`config.mk`:
```
export PLATFORM = sky130hd
export DESIGN_NAME = key_event_proc
export DESIGN_NICKNAME = d
export VERILOG_FILES = /design/src/rtl/key_pkg.sv /design/src/rtl/key_channel.sv /design/src/rtl/key_event_proc.sv
export SDC_FILE = /design/constraint.sdc
export NUM_CORES = 1
export LEC_CHECK = 0
export ABC_AREA = 1
export BUFFER_PORTS_ARGS = -buffer_cell sky130_fd_sc_hd__buf_2
export CAP_MARGIN = 20
export CELL_PAD_IN_SITES_DETAIL_PLACEMENT = 1
export CELL_PAD_IN_SITES_GLOBAL_PLACEMENT = 1
export CORE_MARGIN = 4
export CORE_UTILIZATION = 45
export CTS_CLUSTER_DIAMETER = 80
export DETAILED_ROUTE_END_ITERATION = 8
export PLACE_DENSITY = 0.77
export SYNTH_ARGS = -nofsm -noshare
export SYNTH_HDL_FRONTEND = slang
export SYNTH_HIERARCHICAL = 1
export SYNTH_SLANG_ARGS = --single-unit
```
`constraint.sdc`:
```
create_clock -name i_clk -period 3 [get_ports i_clk]
set_input_delay 0.15 -clock i_clk [delete_from_list [all_inputs] [get_ports i_clk]]
set_output_delay 0.15 -clock i_clk [all_outputs]
set_load 0.01 [all_outputs]
```
`src/rtl/key_pkg.sv`:
```
// Shared types and helpers for the key event front end.
package key_pkg;

   typedef enum logic [1:0] {
      IDLE    = 2'd0,
      PRESSED = 2'd1,
      HELD    = 2'd2
   } key_state_t;

   // Counter width able to hold 0..x; never narrower than one bit.
   function automatic int cnt_w(input int x);
      return (x < 1) ? 1 : $clog2(x + 1);
   endfunction

endpackage

```
`src/rtl/key_channel.sv`:
```
// One key: 2-flop sync, tick-based debounce, and press/long/repeat/release event FSM.
//   state   | meaning
//   IDLE    | debounced level released, waiting for accepted press
//   PRESSED | pressed, counting ticks towards the long event
//   HELD    | long event emitted, counting ticks between repeats
module key_channel
   import key_pkg::*;
#(
   parameter int STABLE_CNT = 3,
   parameter int LONG_CNT   = 100,
   parameter int REPEAT_CNT = 20,
   parameter bit ACTIVE_LOW = 1'b0
) (
   input  logic i_clk,
   input  logic i_rst,
   input  logic i_tick,
   input  logic i_key,
   output logic o_level,
   output logic o_press,
   output logic o_release,
   output logic o_long,
   output logic o_repeat
);

   localparam int SW = cnt_w(STABLE_CNT);
   localparam int LW = cnt_w(LONG_CNT);
   localparam int RW = cnt_w(REPEAT_CNT);
   localparam logic [SW-1:0] STB_LAST  = SW'(STABLE_CNT - 1);
   localparam logic [LW-1:0] LONG_LAST = LW'(LONG_CNT - 1);
   localparam logic [RW-1:0] REP_LAST  = (REPEAT_CNT > 0) ? RW'(REPEAT_CNT - 1) : '0;

   logic          r_sync1;
   logic          r_sync2;
   logic [SW-1:0] r_stb_cnt;
   logic [LW-1:0] r_hold_cnt;
   logic [RW-1:0] r_rep_cnt;
   key_state_t    r_state;

   logic w_s;
   logic w_diff;
   logic w_toggle;
   logic w_rise;
   logic w_fall;

   assign w_s      = r_sync2 ^ ACTIVE_LOW;
   assign w_diff   = i_tick && (w_s != o_level);
   assign w_toggle = w_diff && (r_stb_cnt == STB_LAST);
   assign w_rise   = w_toggle && !o_level;
   assign w_fall   = w_toggle && o_level;

   always_ff @(posedge i_clk) begin
      if (i_rst) begin
         r_sync1 <= ACTIVE_LOW;
         r_sync2 <= ACTIVE_LOW;
      end else begin
         r_sync1 <= i_key;
         r_sync2 <= r_sync1;
      end
   end

   always_ff @(posedge i_clk) begin
      if (i_rst) begin
         r_stb_cnt <= '0;
         o_level   <= 1'b0;
      end else if (i_tick) begin
         if (!w_diff) begin
            r_stb_cnt <= '0;
         end else if (w_toggle) begin
            r_stb_cnt <= '0;
            o_level   <= !o_level;
         end else begin
            r_stb_cnt <= r_stb_cnt + SW'(1);
         end
      end
   end

   // Events act on the same tick as the level change so pulses align with the new level.
   always_ff @(posedge i_clk) begin
      if (i_rst) begin
         r_state    <= IDLE;
         r_hold_cnt <= '0;
         r_rep_cnt  <= '0;
         o_press    <= 1'b0;
         o_release  <= 1'b0;
         o_long     <= 1'b0;
         o_repeat   <= 1'b0;
      end else begin
         o_press   <= 1'b0;
         o_release <= 1'b0;
         o_long    <= 1'b0;
         o_repeat  <= 1'b0;
         if (i_tick) begin
            case (r_state)
               IDLE: begin
                  if (w_rise) begin
                     o_press    <= 1'b1;
                     r_hold_cnt <= '0;
                     r_state    <= PRESSED;
                  end
               end
               PRESSED: begin
                  if (w_fall) begin
                     o_release  <= 1'b1;
                     r_hold_cnt <= '0;
                     r_state    <= IDLE;
                  end else if (r_hold_cnt == LONG_LAST) begin
                     o_long     <= 1'b1;
                     r_hold_cnt <= '0;
                     r_rep_cnt  <= '0;
                     r_state    <= HELD;
                  end else begin
                     r_hold_cnt <= r_hold_cnt + LW'(1);
                  end
               end
               HELD: begin
                  if (w_fall) begin
                     o_release <= 1'b1;
                     r_rep_cnt <= '0;
                     r_state   <= IDLE;
                  end else if (REPEAT_CNT > 0) begin
                     if (r_rep_cnt == REP_LAST) begin
                        o_repeat  <= 1'b1;
                        r_rep_cnt <= '0;
                     end else begin
                        r_rep_cnt <= r_rep_cnt + RW'(1);
                     end
                  end
               end
               default: r_state <= IDLE;
            endcase
         end
      end
   end

endmodule

```
`src/rtl/key_event_proc.sv`:
```
// Multi-key front end: shared sample tick generator feeding one key_channel per key.
module key_event_proc
   import key_pkg::*;
#(
   parameter int KEY_NUM    = 4,
   parameter int SMP_INTV   = 1_000_000,
   parameter int STABLE_CNT = 3,
   parameter int LONG_CNT   = 100,
   parameter int REPEAT_CNT = 20,
   parameter bit ACTIVE_LOW = 1'b0
) (
   input  logic               i_clk,
   input  logic               i_rst,
   input  logic [KEY_NUM-1:0] i_key,
   output logic [KEY_NUM-1:0] o_key_level,
   output logic [KEY_NUM-1:0] o_key_press,
   output logic [KEY_NUM-1:0] o_key_release,
   output logic [KEY_NUM-1:0] o_key_long,
   output logic [KEY_NUM-1:0] o_key_repeat
);

   localparam int TW = cnt_w(SMP_INTV - 1);
   localparam logic [TW-1:0] TICK_LAST = TW'(SMP_INTV - 1);

   logic [TW-1:0] r_smp_cnt;
   logic          w_tick;

   assign w_tick = (r_smp_cnt == TICK_LAST);

   always_ff @(posedge i_clk) begin
      if (i_rst || w_tick) begin
         r_smp_cnt <= '0;
      end else begin
         r_smp_cnt <= r_smp_cnt + TW'(1);
      end
   end

   for (genvar g = 0; g < KEY_NUM; g++) begin : g_ch
      key_channel #(
         .STABLE_CNT (STABLE_CNT),
         .LONG_CNT   (LONG_CNT),
         .REPEAT_CNT (REPEAT_CNT),
         .ACTIVE_LOW (ACTIVE_LOW)
      ) u_ch (
         .i_clk     (i_clk),
         .i_rst     (i_rst),
         .i_tick    (w_tick),
         .i_key     (i_key[g]),
         .o_level   (o_key_level[g]),
         .o_press   (o_key_press[g]),
         .o_release (o_key_release[g]),
         .o_long    (o_key_long[g]),
         .o_repeat  (o_key_repeat[g])
      );
   end

endmodule

```
==> qor.yml, run 1 <==
outcome: "completed"
crit_family: "simple AND/OR/NAND/NOR gates"
combinationalPowerShare_pct: 2.3
layout_common_cells: "nand2_1 (179), inv_1 (120), nor2_1 (118), dfxtp_1 (112), nand3_1 (72)"
antenna_found_initial: 0
seqPwrFrac_pct: 53.0
min_period_ns: 2.62
clkTransAtPathRegs_ns: 0.08
fin_area_mm2: 0.00670
antenna-diode-count: 0
die_y_um: 124
fin_tns_setup_ns: 0
die_x_um: 124
avgSynthCellArea_um2: 7.09
slew_viol_final: 0
cp_max_fo: 12
placed_cell_area_mm2: 0.00636
clock_skew_ns: 0.0106
grt_start_max_net_pins: 35
rsz0062_at_grt: "no"
wl_per_cell_um: 13.8
grt_pass1_wl_um: 25300
hpwl_um: 11000
cts_root_buffer: "clkbuf_16"
netlist_instances: 856
drc_errors: 0
grt_use_total_pct: 20.1
relSlewSlack_pct: 46.8
drive_above_1_share_pct: 12.7
num-nets-final: 911
synth.distinct_cells: 33
power.switching_uw: 637
path_class: "register to register"
drv_cap: 0
pin_count: 26
place.gp.congestion: 0.841
clockPowerShare_pct: 44.8
path_buf_inv: 2
dr_total_vias: 5449
initialDrtViolationCount: 256
setup_viol: 0
synth_top_area_share_pct: 37.0
hold_class: "input port to register"
rows: 42
synth-seq-area-share_pct: 37.0
synth_top_cell_by_area: "dfxtp_1"
coreArea_mm2: 0.0132
dieArea_mm2: 0.0154
start_util_pct: 45.8
htreeDepth: 3
synth_seq_cells: 112
cts.sinks: 112
syn2layout_area_growth_pct: 10.4
fill_cells: 1768
wirelength_um: 14700
placement.io_buffers: 25
clock_path_buffers: 2
p_int_uw: 2200
critical_path_arrival_ns: 2.86
drtAntennaViolNets: 0
fmax_mhz: 382
mostFrequentLayoutCell: "nand2_1"
cp_slowest_cell: "dfxtp_1"
grt_pass1_vias: 5606
synthTopCellsByArea: "dfxtp_1 (37%), nand2_1 (11%), inv_1 (7.4%)"
ir_worst_vdd_v: 0.000248
syn-cell-area_mm2: 0.00607
multi_input_area_mm2: 0.00325
viasPerCell: 5.12
cts_resized: 0
crit_required_ns: 3.24
netSwitchingFraction_pct: 22.5
worstSetupStartpointType: "register"
worst_slew_pin_slew_ns: 0.796
leakagePower_uw: 0.00271
regArea_mm2: 0.00224
end_kind: "register"
yosys_warnings: 6
cts_tree: "yes"
gr-total-overflow: 0
cts_buffers: 9
path_cells: "ha_1, nand3_2, nor2_1, nand2_1, nor2_4, inv_1, a21oi_4, nand2_4, inv_2, nand2_1, nand3_1, nor2_1"
hold_viol_final: 0
dr.pass1.iters: 4
powerDensity_mw_per_mm2: 423
crit_path_max_incr_delay_ns: 0.38
syn_nets: 883
fin_crit_sh_pct: 87.4
clk_latency_ns: 0.36
worst paths after layout:
kind | startpoint | end | slack [ns] | cells after the start
max | r_smp_cnt[0] | g_ch[2].u_ch/r_hold_cnt[3] | 0.38 | 12
min | i_key[3] | g_ch[3].u_ch/r_sync1 | 0.007 | 3
max reg2reg | r_smp_cnt[0] | g_ch[2].u_ch/r_hold_cnt[3] | 0.38 | 12
min reg2reg | g_ch[3].u_ch/r_sync1 | g_ch[3].u_ch/r_sync2 | 0.41 | 2
state kept, by name (all words and copies together), names as in the netlist, 8 cells and up:
register              count
r_smp_cnt                20
g_ch.u_ch/r_rep_cnt      20
g_ch.u_ch/r_hold_cnt     28
g_ch.u_ch/r_stb_cnt       8
g_ch.u_ch/r_state         8
cells in the mapped netlist:
master and instances:
nand2_1 179, inv_1 120, nor2_1 119, dfxtp_1 112
nand3_1 72, a21oi_1 48, nand4_1 24, ha_1 21
o21ai_0 21, xor2_1 17, nor2_2 15, nor4_1 13
nor3_1 12, nand2_2 9, nand2_4 9, inv_2 8
nand4_4 8, a21oi_2 7, clkbuf_1 7, nand3b_1 5
or2_0 5, nor2_4 4, a21oi_4 3, buf_4 3
buf_6 3, o21bai_1 3, nand3_2 2, xnor2_1 2
buf_2 1, clkbuf_2 1, inv_4 1, o21ai_1 1
or2_2 1
through the flow:
| step | utilization, % | setup slack [ns] | power (µW) | instances | hold slack, ns |
|---|---|---|---|---|---|
| 2_1_floorplan | - | 0.846 | 1580 | 856 | 0.257 |
| 3_3_place_gp | 48.0 | 0.595 | 1590 | 1046 | 0.348 |
| 3_5_place_dp | 48.0 | 0.394 | 1600 | 1046 | 0.362 |
| 4_1_cts | 50.6 | 0.365 | 2870 | 1065 | 0.00200 |
| 5_1_grt | 50.6 | 0.169 | 2950 | 1065 | 0.0228 |
| 6_report | 50.6 | 0.379 | 2830 | 1065 | 0.00739 |
worst register-to-register path, stage by stage, from the launching register on:
cell     delay, ns
dfxtp_1       0.38
ha_1          0.22
nand3_2       0.15
nor2_1        0.20
nand2_1       0.15
nor2_4        0.38
inv_1         0.26
a21oi_4       0.24
nand2_4       0.11
inv_2         0.10
nand2_1       0.13
nand3_1       0.12
nor2_1        0.07
repair_timing:
item                      4_1_cts  5_1_grt
hold buffers                    3        0
hold endpoints to repair        3        0
setup buffers                   0        0
layer usage:
metal	vias to the layer above	track usage [%]	routed length, µm
met2	59	35.2	7250
met4	0	6.43	207
met1	2581	25.4	6890
met5	-	0	0
li1	2791	-	-
met3	18	3.13	315
power by group through the flow:
| stage | Clock (µW) | Combinational (µW) | Sequential (µW) |
|---|---|---|---|
| 3_5_place_dp | 0 | 61.7 | 1540 |
| 2_1_floorplan | 0 | 45.5 | 1530 |
| 5_1_grt | 1370 | 72.9 | 1500 |
| 3_3_place_gp | 0 | 59.4 | 1530 |
| 4_1_cts | 1310 | 65.2 | 1500 |
| 6_report | 1270 | 64.1 | 1500 |
layout make-up:
class,count,share of cell area [%]
multi-input cells,600,48.5
flip-flops and latches,112,33.5
inverters,129,7.27
clock buffers,10,3.57
well taps,176,3.29
repair buffers,32,2.76
clock inverters,6,1.10
cell families after synthesis:
family	Yosys count	synth area share, %
and+or+nand+nor	477	38.4
buffers and inverters	144	9.55
DFF	112	37.0
AOI/OAI and AO/OA	83	7.96
adders and majority gates	21	4.33
xor gates and xnor gates	19	2.74
Power figures use the tool's default switching activity.
==> run 2: changes to the inputs <==
--- a/config.mk
+++ b/config.mk
@@ -6,15 +6,14 @@
 export NUM_CORES = 1
 export LEC_CHECK = 0
 export ABC_AREA = 1
-export BUFFER_PORTS_ARGS = -buffer_cell sky130_fd_sc_hd__buf_2
+export BUFFER_PORTS_ARGS = -buffer_cell sky130_fd_sc_hd__buf_4
 export CAP_MARGIN = 20
 export CELL_PAD_IN_SITES_DETAIL_PLACEMENT = 1
 export CELL_PAD_IN_SITES_GLOBAL_PLACEMENT = 1
-export CORE_MARGIN = 4
-export CORE_UTILIZATION = 45
+export CORE_UTILIZATION = 41
 export CTS_CLUSTER_DIAMETER = 80
 export DETAILED_ROUTE_END_ITERATION = 8
-export PLACE_DENSITY = 0.77
+export PLACE_DENSITY = 0.74
 export SYNTH_ARGS = -nofsm -noshare
 export SYNTH_HDL_FRONTEND = slang
 export SYNTH_HIERARCHICAL = 1
==> constraint.sdc (replaced) <==
create_clock -name i_clk -period 2.4 [get_ports i_clk]
set_input_delay 0.12 -clock i_clk [delete_from_list [all_inputs] [get_ports i_clk]]
set_output_delay 0.12 -clock i_clk [all_outputs]
set_load 0.01 [all_outputs]
==> qor.yml, run 2 (synthesis results as in run 1) <==
critical_path_arrival_ns: 2.47  # -0.39 ns
fin_tns_setup_ns: 0  # unchanged
clk_latency_ns: 0.36  # about the same
layout_common_cells: "nand2_1 (179), inv_1 (120), nor2_1 (117), dfxtp_1 (109), nand3_1 (72)"
leakagePower_uw: 0.00275  # +1.2%
largest_reg_flops: 28  # unchanged
holdWs_ns: 0.225  # +0.218 ns
post-cts-setup-buffer-count: 0  # unchanged
clock_path_buffers: 2  # unchanged
dp_slack_ns: 0.0754  # -0.318 ns
cts_buffers: 9  # unchanged
worstSetupStartpointType: "register"
wirelength_um: 14800  # +0.81%
path_class: "register to register"
placement.io_buffers: 25  # unchanged
relSlewSlack_pct: 65.2  # +18 points
clock_skew_ns: 0.0109  # +0.000251 ns
coreArea_mm2: 0.0145  # +9.3%
cts.sinks: 112  # unchanged
antenna_found_initial: 0  # unchanged
finalPower_uw: 3520  # +24%
rsz0062_at_grt: "no"
worst_slew_pin_slew_ns: 0.522  # -0.274 ns
clkTransAtPathRegs_ns: 0.08  # about the same
wl_per_cell_um: 13.7  # -0.59%
dieArea_mm2: 0.0153  # -0.75%
num-nets-final: 918  # +0.77%
start_util_pct: 41.9  # -3.9 points
antenna-diode-count: 0  # unchanged
setup_viol: 0  # unchanged
htreeDepth: 3  # unchanged
fmax_mhz: 452  # +19%
end_kind: "register"
dr.pass1.iters: 4  # unchanged
hold_viol_final: 0  # unchanged
placed_cell_area_mm2: 0.00650  # +2.2%
pin_count: 26  # unchanged
syn2layout_area_growth_pct: 13.2
fin_area_mm2: 0.00686  # +2.5%
drive_above_1_share_pct: 13.8  # +1.1 points
slew_viol_final: 0  # unchanged
cts_tree: "yes"
grt_use_total_pct: 21.1  # +0.96 points
cts_root_buffer: "clkbuf_16"
largest_register: "g_ch.u_ch/r_hold_cnt"
drv_cap: 0  # unchanged
grt_start_max_net_pins: 43  # +23%
die_y_um: 124  # -0.37%
hpwl_um: 11200  # +1.6%
place.gp.congestion: 0.836  # -0.64%
grt_pass1_wl_um: 26100  # +3.1%
drc_errors: 0  # unchanged
ir_worst_vdd_v: 0.000331  # +34%
outcome: "completed"
setup_slack_ns: 0.189  # -0.191 ns
powerDensity_mw_per_mm2: 513  # +21%
fin_crit_sh_pct: 92.1  # +4.8 points
viasPerCell: 5.08  # -0.76%
grt_pass1_vias: 5757  # +2.7%
min_period_ns: 2.21  # -0.409 ns
crit_required_ns: 2.66  # -0.58 ns
drtAntennaViolNets: 0  # unchanged
dr_total_vias: 5484  # +0.64%
initialDrtViolationCount: 223  # -13%
largestRegisters: "g_ch.u_ch/r_hold_cnt: 28 flops, g_ch.u_ch/r_rep_cnt: 20 flops, r_smp_cnt: 20 flops"
cp_max_fo: 18  # +6
mostFrequentLayoutCell: "nand2_1"
rows: 44  # +4.8%
hold_class: "input port to register"
gr-total-overflow: 0  # unchanged
die_x_um: 124  # -0.37%
-- run 2: cell types whose count changed in the layout (fill, tap and decap cells not counted), sizes merged --
cell / delta
buf: +6
inv: -3
clkinvlp: +2
clkbuf: +1
dlygate4sd3: +1
-- run 2: path summary, 6_finish.rpt --
kind / startpoint / endpoint / slack [ns] / cells after the start
worst max-delay path: r_smp_cnt[1] / g_ch[1].u_ch/r_hold_cnt[4] / 0.19 / 13
worst min register to register: g_ch[1].u_ch/r_sync1 / g_ch[1].u_ch/r_sync2 / 0.41 / 2
worst max register to register: r_smp_cnt[1] / g_ch[1].u_ch/r_hold_cnt[4] / 0.19 / 13
worst min-delay path: i_rst / g_ch[1].u_ch/r_sync1 / 0.23 / 2
-- run 2: final cells by class --
| type | count | area (µm²) |
|---|---|---|
| Sequential cell | 112 | 2250 |
| Fill cell | 1874 | 7610 |
| Timing Repair Buffer | 39 | 328 |
| Tap cell | 184 | 230 |
| Multi-Input combinational cell | 600 | 3270 |
| Inverter | 129 | 487 |
| Clock inverter | 5 | 55.1 |
| Clock buffer | 11 | 253 |
-- run 2: critical path: stages, from the launching register on --
cell,delay [ns]
dfxtp_1,0.36
ha_1,0.22
nand3_2,0.12
nor2_4,0.13
nand2_1,0.12
nor2_4,0.18
buf_12,0.19
inv_1,0.09
a21oi_4,0.19
nand2_4,0.11
inv_2,0.10
nand2_1,0.12
nand2_1,0.13
nor2_1,0.06
-- run 2: power breakdown --
group / total [µW] / switching [µW] / leakage [µW] / internal, µW
Clock: 1560 / 697 / 0.000148 / 864
Sequential: 1880 / 8.13 / 0.000905 / 1870
Combinational: 82.9 / 56.0 / 0.00169 / 26.8
-- run 2: repair_timing --
action,in CTS,in global routing
hold buffers,4,0
endpoints found under the hold margin,4,0
setup endpoints to repair,0,44
resized for setup,0,6
-- run 2: routing by layer --
layer	global-route usage, %	up-vias	routed length, µm
li1	-	2796	-
met1	26.2	2629	7030
met3	2.38	14	245
met4	7.53	0	221
met5	0	-	0
met2	37.4	45	7290
-- run 2: stage by stage --
stage               cells  util, %
floorplan             856        -
global placement     1060     44.9
detailed placement   1060     44.9
CTS                  1080     47.3
global route         1080     47.4
finish               1080     47.4
